[config.mk]
export PLATFORM = sky130hd
export DESIGN_NAME = fx_exp_range_reduce
export DESIGN_NICKNAME = d
export VERILOG_FILES = /design/src/rtl/fpga_cfg_pkg.sv /design/src/rtl/fx_rr_correct.sv /design/src/rtl/fx_exp_range_reduce.sv
export SDC_FILE = /design/constraint.sdc
export NUM_CORES = 1
export LEC_CHECK = 0
export ABC_AREA = 1
export CORE_ASPECT_RATIO = 1.75
export CORE_UTILIZATION = 55
export DETAILED_ROUTE_END_ITERATION = 16
export DONT_BUFFER_PORTS = 1
export GPL_TIMING_DRIVEN = 0
export MAX_ROUTING_LAYER = met4
export PLACE_DENSITY = 0.67
export SLEW_MARGIN = 20
export SYNTH_ARGS = -nofsm -noshare
export SYNTH_HDL_FRONTEND = slang
export SYNTH_SLANG_ARGS = --single-unit
[constraint.sdc]
create_clock -name clk -period 15.6 [get_ports clk]
set_input_delay 0.78 -clock clk [delete_from_list [all_inputs] [get_ports clk]]
set_output_delay 0.78 -clock clk [all_outputs]
set_load 0.01 [all_outputs]
[src/rtl/fpga_cfg_pkg.sv]
// Shared fixed-point configuration for the exp datapath.
// Carries Q-format widths, range-reduction constants and the result record.
package fpga_cfg_pkg;

    localparam int FP_WIDTH = 32;
    localparam int FP_QINT  = 16;
    localparam int FP_QFRAC = 16;

    // round(log2(e) * 2^16) and round(ln2 * 2^16)
    localparam int LOG2E_Q   = 94548;
    localparam int LN2_Q     = 45426;

    localparam int EXP_K_W   = 6;
    localparam int EXP_K_MAX = FP_QINT - 2;
    localparam int EXP_K_MIN = -FP_QFRAC;

    typedef struct packed {
        logic [FP_WIDTH-1:0]        r;
        logic signed [EXP_K_W-1:0]  k;
        logic                       ovf;
        logic                       unf;
    } exp_rr_t;

endpackage

[src/rtl/fx_rr_correct.sv]
// Final range-reduction step: folds r0 back into [0, LN2_Q) and clamps k.
// Purely combinational; no state, no flow control.
module fx_rr_correct
    import fpga_cfg_pkg::*;
#(
    parameter int W     = FP_WIDTH,
    parameter int KW    = EXP_K_W,
    parameter int K_MAX = EXP_K_MAX,
    parameter int K_MIN = EXP_K_MIN
) (
    input  logic signed [W+1:0]  r0_i,
    input  logic signed [W-1:0]  k_raw_i,
    output logic        [W-1:0]  r_o,
    output logic signed [KW-1:0] k_o,
    output logic                 ovf_o,
    output logic                 unf_o
);

    localparam logic signed [W+1:0] LN2_R = (W+2)'(LN2_Q);
    localparam logic signed [W-1:0] KMAX  = W'(K_MAX);
    localparam logic signed [W-1:0] KMIN  = W'(K_MIN);
    localparam logic signed [W-1:0] ONE   = W'(1);

    logic signed [W+1:0] r_c;
    logic signed [W-1:0] k_c;
    logic                unused_hi;

    always_comb begin
        r_c = r0_i;
        k_c = k_raw_i;
        // k_raw is off by at most one, so a single fold is sufficient
        if (r0_i[W+1]) begin
            r_c = r0_i + LN2_R;
            k_c = k_raw_i - ONE;
        end else if (r0_i >= LN2_R) begin
            r_c = r0_i - LN2_R;
            k_c = k_raw_i + ONE;
        end
    end

    always_comb begin
        r_o   = r_c[W-1:0];
        k_o   = k_c[KW-1:0];
        ovf_o = 1'b0;
        unf_o = 1'b0;
        if (k_c > KMAX) begin
            r_o   = W'(LN2_Q - 1);
            k_o   = KW'(K_MAX);
            ovf_o = 1'b1;
        end else if (k_c < KMIN) begin
            r_o   = '0;
            k_o   = KW'(K_MIN);
            unf_o = 1'b1;
        end
    end

    // Corrected r is in [0, LN2_Q) and k is narrow, so these high bits are redundant.
    assign unused_hi = ^{r_c[W+1:W], k_c[W-1:KW]};

endmodule

[src/rtl/fx_exp_range_reduce.sv]
// Splits x into k*ln2 + r (0 <= r < LN2_Q) ahead of the exp LUT.
// Three register stages, 1/cycle; a single enable freezes the whole pipe on output stall.
module fx_exp_range_reduce
    import fpga_cfg_pkg::*;
#(
    parameter int WIDTH = FP_WIDTH,
    parameter int QINT  = FP_QINT,
    parameter int QFRAC = FP_QFRAC,
    parameter int KW    = EXP_K_W
) (
    input  logic                    clk,
    input  logic                    rst_n,
    input  logic                    valid_in,
    output logic                    ready_in,
    input  logic signed [WIDTH-1:0] x,
    output logic                    valid_out,
    input  logic                    ready_out,
    output logic        [WIDTH-1:0] r,
    output logic signed [KW-1:0]    k,
    output logic                    ovf,
    output logic                    unf
);

    localparam logic signed [2*WIDTH-1:0] LOG2E_W = (2*WIDTH)'(LOG2E_Q);
    localparam logic signed [WIDTH+1:0]   LN2_W   = (WIDTH+2)'(LN2_Q);

    logic en;

    logic                      vld1_q, vld2_q, vld3_q;
    logic signed [WIDTH-1:0]   x1_q;
    logic signed [2*WIDTH-1:0] p_d, p1_q;
    logic signed [WIDTH-1:0]   k_raw_d, k2_q;
    logic signed [WIDTH+1:0]   kl_d, r0_d, r0_q;
    logic        [WIDTH-1:0]   r_d, r_q;
    logic signed [KW-1:0]      k_d, k_q;
    logic                      ovf_d, ovf_q, unf_d, unf_q;

    assign en       = !vld3_q | ready_out;
    assign ready_in = en;

    assign p_d = (2*WIDTH)'(x) * LOG2E_W;

    // Arithmetic shift gives floor(x*log2e) for negative x as well.
    assign k_raw_d = WIDTH'(p1_q >>> (2*QFRAC));
    assign kl_d    = (WIDTH+2)'(k_raw_d) * LN2_W;
    assign r0_d    = (WIDTH+2)'(x1_q) - kl_d;

    fx_rr_correct #(
        .W     (WIDTH),
        .KW    (KW),
        .K_MAX (QINT - 2),
        .K_MIN (-QFRAC)
    ) u_correct (
        .r0_i    (r0_q),
        .k_raw_i (k2_q),
        .r_o     (r_d),
        .k_o     (k_d),
        .ovf_o   (ovf_d),
        .unf_o   (unf_d)
    );

    always_ff @(posedge clk or negedge rst_n) begin
        if (!rst_n) begin
            vld1_q <= 1'b0;
            vld2_q <= 1'b0;
            vld3_q <= 1'b0;
            x1_q   <= '0;
            p1_q   <= '0;
            k2_q   <= '0;
            r0_q   <= '0;
            r_q    <= '0;
            k_q    <= '0;
            ovf_q  <= 1'b0;
            unf_q  <= 1'b0;
        end else if (en) begin
            vld1_q <= valid_in;
            x1_q   <= x;
            p1_q   <= p_d;
            vld2_q <= vld1_q;
            k2_q   <= k_raw_d;
            r0_q   <= r0_d;
            vld3_q <= vld2_q;
            r_q    <= r_d;
            k_q    <= k_d;
            ovf_q  <= ovf_d;
            unf_q  <= unf_d;
        end
    end

    assign valid_out = vld3_q;
    assign r         = r_q;
    assign k         = k_q;
    assign ovf       = ovf_q;
    assign unf       = unf_q;

endmodule

==> results.cfg, run 1 <==
[synth]
synth_top_area_share_pct = 22.7
synth_most_common_cell = inv_1
yosys-top-cells-count = inv_1, nand2_1, ha_1, fa_1, nor2_1
synth_seq_cells = 145
mappedNetlistNets = 3874
synth_area_leader_cell = fa_1
ys_types = 51
yosysSeqAreaShare_pct = 14.6
synth_flop_cell = dfrtp_1
synth_edf_count = 0
postSynthCellCount = 3189
async_flop_share_pct = 100
yosysWarnings = 0
synth_area_leaders = fa_1, ha_1, dfrtp_1
syn_avg_cell_area_um2 = 7.77
synth_area_um2 = 24800

[routing]
wl_per_cell_um = 20.7
drcViolationCount = 0
drt-pass1-iter-count = 8
drtAntennaViolNets = 0
drtIter0Drc = 1134
drt-total-wl_mm = 78.5
vias = 21167
vias_per_cell = 5.58

[worst_setup_path]
critPathTopFamily = adder cells
crit_required_ps = 15910
cp_slowest_cell = dfrtp_1
worst_path_largest_cell_delay_ps = 710
cp.arrival_ps = 8220
ff2ff_path_depth = 30
path_buf_inv = 3
startpoint_type = flip-flop
end_kind = flip-flop
cp.depth = 30
r2r-start = p1_q[35]
worstPathMaxFanout = 8
setup.worst_path.class = flip-flop to flip-flop
critPathLaunch = p1_q[35]
path_common_cell = ha_1

[placed_design]
placed_cells = 3761
portBuffers = 0
place.gp.congestion = 0.988
post-dp-hpwl_mm = 68.1

[clock_network]
clkTransAtPathRegs_ps = 70
htreeDepth = 4
cts.root.buffer_cell = clkbuf_16
cts-buffers-inserted = 17
cts-resized-gates = 0
clk_latency_ps = 470
clockBufferDepth = 2
post-cts-setup-buffers = 0
clkSinkCount = 145
cts_tree = built

[finish]
drive_above_1_share_pct = 2.95
nets = 3896
instances_no_fill = 3796
area_growth_pct = 5.39
diodes = 0

[sta]
fin_skew_ps = 12.7
relSlewSlack_pct = 24.1
maxSlewViolCount = 0
holdWs_ps = 27.2
rsz0062_at_grt = false
tightest_slew_ps = 1140
period_share_pct = 50.7
finalHoldViolCount = 0
final.setup.tns_ps = 0
period_needed_ps = 7910
setup_viol = 0
max_freq_mhz = 126

[global_routing]
grt_usage_pct = 36.8
grt_pass1_vias = 22772
antenna_found_initial = 0
grt_pass1_wl_mm = 121
overflow = 0
grt_max_degree = 106

[floorplanning]
fp-row-count = 102
start_util_pct = 55.9
die_width_um = 162
ioPinCount = 78
die_area_um2 = 45900
fp.coreArea_um2 = 44300
die_h_um = 283

[run]
max_cap_violations = 0

[worst_hold_path]
hp-class = primary input to asynchronous set/reset pin

[outcome]
status = finished clean
[what timing repair did]
action | CTS | global route
hold buffers | 2 | 1
endpoints found under the setup margin | 0 | 0
hold endpoints to repair | 30 | 7
[metal layers]
metal	part of all wire (%)	track usage, %	vias to the layer above
li1	-	-	10049
met1	32	32.2	10168
met2	56	69.9	629
met3	3.2	4.15	321
met4	9.2	29.4	0
met5	0	-	-
[stage by stage]
stage,cell area [um2],utilization [%],worst slack [ps]
after floorplan,24800,-,9290
after global placement,25500,57.6,7880
after detailed placement,25500,57.6,7810
after CTS,26100,58.9,7790
after global routing,26100,59.0,7320
final,26100,59.0,7690
[flip-flops by register name, summed over array words and instances, names as in the netlist]
name       flops
k              6
k2_q          18
ovf            1
p1_q          18
r             32
r0_q          34
unf            1
valid_out      1
vld1_q         1
vld2_q         1
x1_q          32
[layout make-up]
cell class,instances,area (um2)
tap,572,716
timing repair buffer,3,40.0
multi-input combinational,2247,18100
fill,4167,18200
buffer,54,244
sequential,145,3630
clock inverter,12,121
inverter,743,2790
clock buffer,20,457
[kinds of logic after synthesis]
group	after synthesis	share of synthesized area (%)
AND/OR/NAND/NOR	1023	17.2
buffers and inverters	797	12.2
adder cells (fa/ha/maj)	649	41.3
AO/OA/AOI/OAI	449	10.1
flip-flops	145	14.6
XOR/XNOR	124	4.38
multiplexers	2	0.0909
[final timing paths]
path                                  end  slack (ps)
worst max-delay path             r0_q[31]        7690
worst min-delay path            valid_out          30
worst max register to register   r0_q[31]        7690
worst min register to register  valid_out         470
max in group asynchronous         x1_q[8]       14390
min in group clk                   vld1_q         440
[layout by cell type (no fill, tap or decap), drive strengths merged, types with 35 or more instances in the layout]
cell type and n:
inv 747, nand2 591, ha 368, fa 281, nor2 198, o21ai 186
a21oi 153, dfrtp 145, nand3 131, xor2 93, clkbuf 53, a31oi 35
Power of run 1 is left out: the tool's default activity adds up to more than one toggle a clock period on the data nets, which glitch-free logic cannot reach.
==> run 2, diff against run 1 <==
==> constraint.sdc (replaced) <==
create_clock -name clk -period 7.67 [get_ports clk]
set_input_delay 0.3835 -clock clk [delete_from_list [all_inputs] [get_ports clk]]
set_output_delay 0.3835 -clock clk [all_outputs]
set_load 0.01 [all_outputs]
==> run 2 against run 1 <==
- register-to-register slack lost 7500 ps
- utilization grew 0.10 points
- sequential share of layout area is essentially flat
- count of clock-buffer cells in the layout is the same
- cell count is the same
- wire length shrank 0.16%
- sequential cell count is the same
- fmax grew 5.6%
- via count shrank 0.10%
- critical path depth is the same
- critical endpoint is now r0_q[27]
- highest routed layer unchanged
==> results.cfg, run 2 (same netlist as run 1, synthesis figures left out) <==
[sta]
period_needed_ps = 7490
tightest_slew_ps = 1140
final.setup.tns_ps = 0
finalHoldViolCount = 0
fin_skew_ps = 15.2
max_freq_mhz = 134
timing.final.ws_setup_ps = 182
maxSlewViolCount = 0
relSlewSlack_pct = 24.1
holdWs_ps = 45.0
setup_viol = 0
period_share_pct = 97.6

[finish]
diodes = 0
largest_reg_flops = 34
top_register = r0_q
drive_above_1_share_pct = 3.47
mostFrequentLayoutCells = inv_1, nand2_1, ha_1
area_growth_pct = 5.58
layout_commonest_cell = inv_1
nets = 3896
fillerInstances = 4171
fin_util_pct = 59.1

[routing]
vias_per_cell = 5.57
drtIter0Drc = 1122
wl_per_cell_um = 20.7
drt-total-wl_mm = 78.4
drt-pass1-iter-count = 6
vias = 21145
drtAntennaViolNets = 0
drcViolationCount = 0

[clock_network]
clk_latency_ps = 470
cts.root.buffer_cell = clkbuf_16
clkSinkCount = 145
cts-buffers-inserted = 17
clkTransAtPathRegs_ps = 70
htreeDepth = 4
clockBufferDepth = 2
cts_tree = built

[worst_setup_path]
worstPathMaxFanout = 11
path_common_cell = inv_1
reg2reg_slack_ps = 180
cp.arrival_ps = 7820
setup.worst_path.class = flip-flop to flip-flop
startpoint_type = flip-flop
r2r-start = p1_q[38]
worst_path_largest_cell_delay_ps = 570
r2r_end = r0_q[27]
end_kind = flip-flop
cp_slowest_cell = fa_1
crit_required_ps = 8000
ff2ff_path_depth = 30

[worst_hold_path]
hold-path-endpoint = vld1_q
hp-class = primary input to flip-flop
min_path_cells = 2
min_from = valid_in

[placed_design]
place_ws_ps = -120
place.gp.congestion = 0.988
portBuffers = 0
post-dp-hpwl_mm = 68.1

[global_routing]
overflow = 0
antenna_found_initial = 0
grt_usage_pct = 36.7
grt_pass1_wl_mm = 121
grt_max_degree = 146
grt_pass1_vias = 22774

[run]
max_cap_violations = 0

[floorplanning]
start_util_pct = 55.9
ioPinCount = 78
die_h_um = 283
fp-row-count = 102
fp.coreArea_um2 = 44300
die_width_um = 162
die_area_um2 = 45900

[outcome]
status = finished clean
## run 2: per-layer routing
metal	vias to the layer above	track usage [%]	share of wire, %	routed length, um
li1	10048	-	-	-
met1	10221	32.0	32	25300
met2	563	69.9	56	43800
met3	313	4.19	2.7	2140
met4	0	29.5	9.2	7200
met5	-	-	0	0
## run 2: area by class of cell
type                            instances  area [um2]  share of cell area, %
Multi-Input combinational cell       2247       18100                   69.4
Sequential cell                       145        3640                   13.9
Clock inverter                         12         121                  0.464
Timing Repair Buffer                    3        45.0                  0.172
Buffer                                 54         244                  0.933
Tap cell                              572         716                   2.74
Inverter                              743        2790                   10.7
Clock buffer                           20         457                   1.75
## run 2: worst max path at each step
stage              from  depth (start not counted)       end
3_3_place_gp   p1_q[35]                         30  r0_q[27]
4_1_cts        p1_q[49]                         23  r0_q[32]
2_1_floorplan  p1_q[43]                         27  r0_q[28]
3_5_place_dp   p1_q[35]                         30  r0_q[27]
6_report       p1_q[38]                         30  r0_q[27]
5_1_grt        p1_q[44]                         25  r0_q[28]
## run 2: what timing repair did
item / in CTS / in global routing
buffers inserted: 0 / 1
endpoints found under the hold margin: 145 / 0
resized for setup: 3 / 16
hold buffers: 2 / 0
pin swaps: 0 / 1
gates cloned: 0 / 0
endpoints found under the setup margin: 3 / 9
## run 2: stage by stage
stage	cells	instance area, um2
after floorplan	3189	24800
after global placement	3761	25500
after detailed placement	3761	25500
after CTS	3795	26100
after global routing	3796	26200
final	3796	26200
## run 2: worst max-delay path: cells and delay by family (launching register included)
family	cells	cell delay [ps]
fa+ha+maj	8	3250
compound gates	10	1930
xor+xnor	2	740
simple gates	4	570
flops	1	550
buf+inv	6	330
Power of run 2 is left out for the same reason.
==> run 3, diff against run 2 <==
==> constraint.sdc (replaced) <==
create_clock -name clk -period 7.67 [get_ports clk]
set_input_delay 1.1505 -clock clk [delete_from_list [all_inputs] [get_ports clk]]
set_output_delay 1.1505 -clock clk [all_outputs]
set_load 0.01 [all_outputs]
==> run 3 against run 2 <==
- register-to-register slack worse by 30 ps
- sequential share of layout area barely moved
- setup slack lost 28 ps
- die area unchanged
- count of clock-buffer cells in the layout unchanged
==> results.cfg, run 3 (same netlist as run 1, synthesis figures left out) <==
[clock_network]
clkSinkCount = 145
htreeDepth = 4
clockBufferDepth = 2
cts-buffers-inserted = 17
cts_tree = built
clkTransAtPathRegs_ps = 70
clk_latency_ps = 460
cts_hold_buf = 0
cts.root.buffer_cell = clkbuf_16

[routing]
drt-total-wl_mm = 78.3
drtAntennaViolNets = 0
drtIter0Drc = 1131
drt-pass1-iter-count = 9
wl_per_cell_um = 20.6
vias = 21112
vias_per_cell = 5.56
drcViolationCount = 0

[placed_design]
placed_area_um2 = 25500
post-dp-hpwl_mm = 68.1
place_ws_ps = -120
place.gp.congestion = 0.988
portBuffers = 0

[floorplanning]
die_area_um2 = 45900
fp.coreArea_um2 = 44300
die_width_um = 162
start_util_pct = 55.9
die_h_um = 283
ioPinCount = 78
fp-row-count = 102

[global_routing]
grt_pass1_wl_mm = 121
overflow = 0
grt_usage_pct = 36.7
antenna_found_initial = 0
grt_max_degree = 146
grt_pass1_vias = 22775

[finish]
multi_input_area_um2 = 18100
fillerInstances = 4170
layout_commonest_cell = inv_1
stdcell_area_um2 = 26100
top_register = r0_q
drive_above_1_share_pct = 3.45
regArea_um2 = 3640
nets = 3894
fin_util_pct = 59.0
largest_reg_flops = 34
area_growth_pct = 5.42
diodes = 0
mostFrequentLayoutCells = inv_1, nand2_1, ha_1

[sta]
maxSlewViolCount = 0
finalHoldViolCount = 0
setup_viol = 0
fin_skew_ps = 12.2
period_needed_ps = 7520
timing.final.ws_setup_ps = 154
max_freq_mhz = 133
tightest_slew_ps = 1130
holdWs_ps = 375
relSlewSlack_pct = 24.4
period_share_pct = 98.0

[worst_setup_path]
r2r-start = p1_q[38]
cp_slowest_cell = fa_1
critPathCapture = r0_q[27]
setup.worst_path.class = flip-flop to flip-flop
reg2reg_slack_ps = 150
critPathTopFamily = adder cells
ff2ff_path_depth = 30
cp.depth = 30
critPathLaunch = p1_q[38]
startpoint_type = flip-flop
worstPathMaxFanout = 11
end_kind = flip-flop
path_common_cell = inv_1
path_buf_inv = 6
r2r_end = r0_q[27]
crit_required_ps = 8000
cp.arrival_ps = 7840
worst_path_largest_cell_delay_ps = 570

[run]
max_cap_violations = 0

[outcome]
status = finished clean

[worst_hold_path]
hp-class = primary input to asynchronous set/reset pin
## run 3: cell count changes in the layout (fill, tap and decap cells not counted)
cell / previous run / this run
buf_16: 1 / 0
dlygate4sd3_1: 1 / 0
## run 3: worst min path at each step
stage,end,cells past startpoint
2_1_floorplan,valid_out,2
3_3_place_gp,valid_out,2
3_5_place_dp,valid_out,2
4_1_cts,r[21],0
5_1_grt,r[25],0
6_report,r[25],0
## run 3: repair_timing
item / CTS / global route
setup endpoints to repair: 3 / 9
pin swaps: 0 / 1
resized for setup: 3 / 16
hold endpoints to repair: 0 / 0
buffers inserted: 0 / 1
## run 3: worst reg2reg max path: cells and delay by family, from the launching register on
family | cells | cell delay (ps)
XOR/XNOR | 2 | 740
AND/OR/NAND/NOR | 4 | 570
AO/OA/AOI/OAI | 10 | 1950
buffers and inverters | 6 | 340
flip-flops | 1 | 540
adder cells (fa/ha/maj) | 8 | 3250
## run 3: metrics by stage
| step | setup TNS [ps] | instances |
|---|---|---|
| 2_1_floorplan | 0 | 3189 |
| 3_3_place_gp | -76.2 | 3761 |
| 3_5_place_dp | -269 | 3761 |
| 4_1_cts | 0 | 3793 |
| 5_1_grt | -15.2 | 3794 |
| 6_report | 0 | 3794 |
## run 3: final cells by class
cell class	count	share of cell area [%]
multi-input cells	2247	69.5
flip-flops and latches	145	13.9
inverters	743	10.7
well taps	572	2.74
clock buffers	20	1.75
plain buffers	54	0.934
clock inverters	12	0.465
repair buffers	1	0.0287
## run 3: routing by layer
layer | vias up | global-route usage (%) | part of all wire [%]
li1 | 10045 | - | -
met3 | 325 | 4.17 | 3.1
met1 | 10153 | 31.9 | 32
met4 | 0 | 29.9 | 9.3
met5 | - | - | 0
met2 | 589 | 69.8 | 56
Power of run 3 is left out for the same reason.
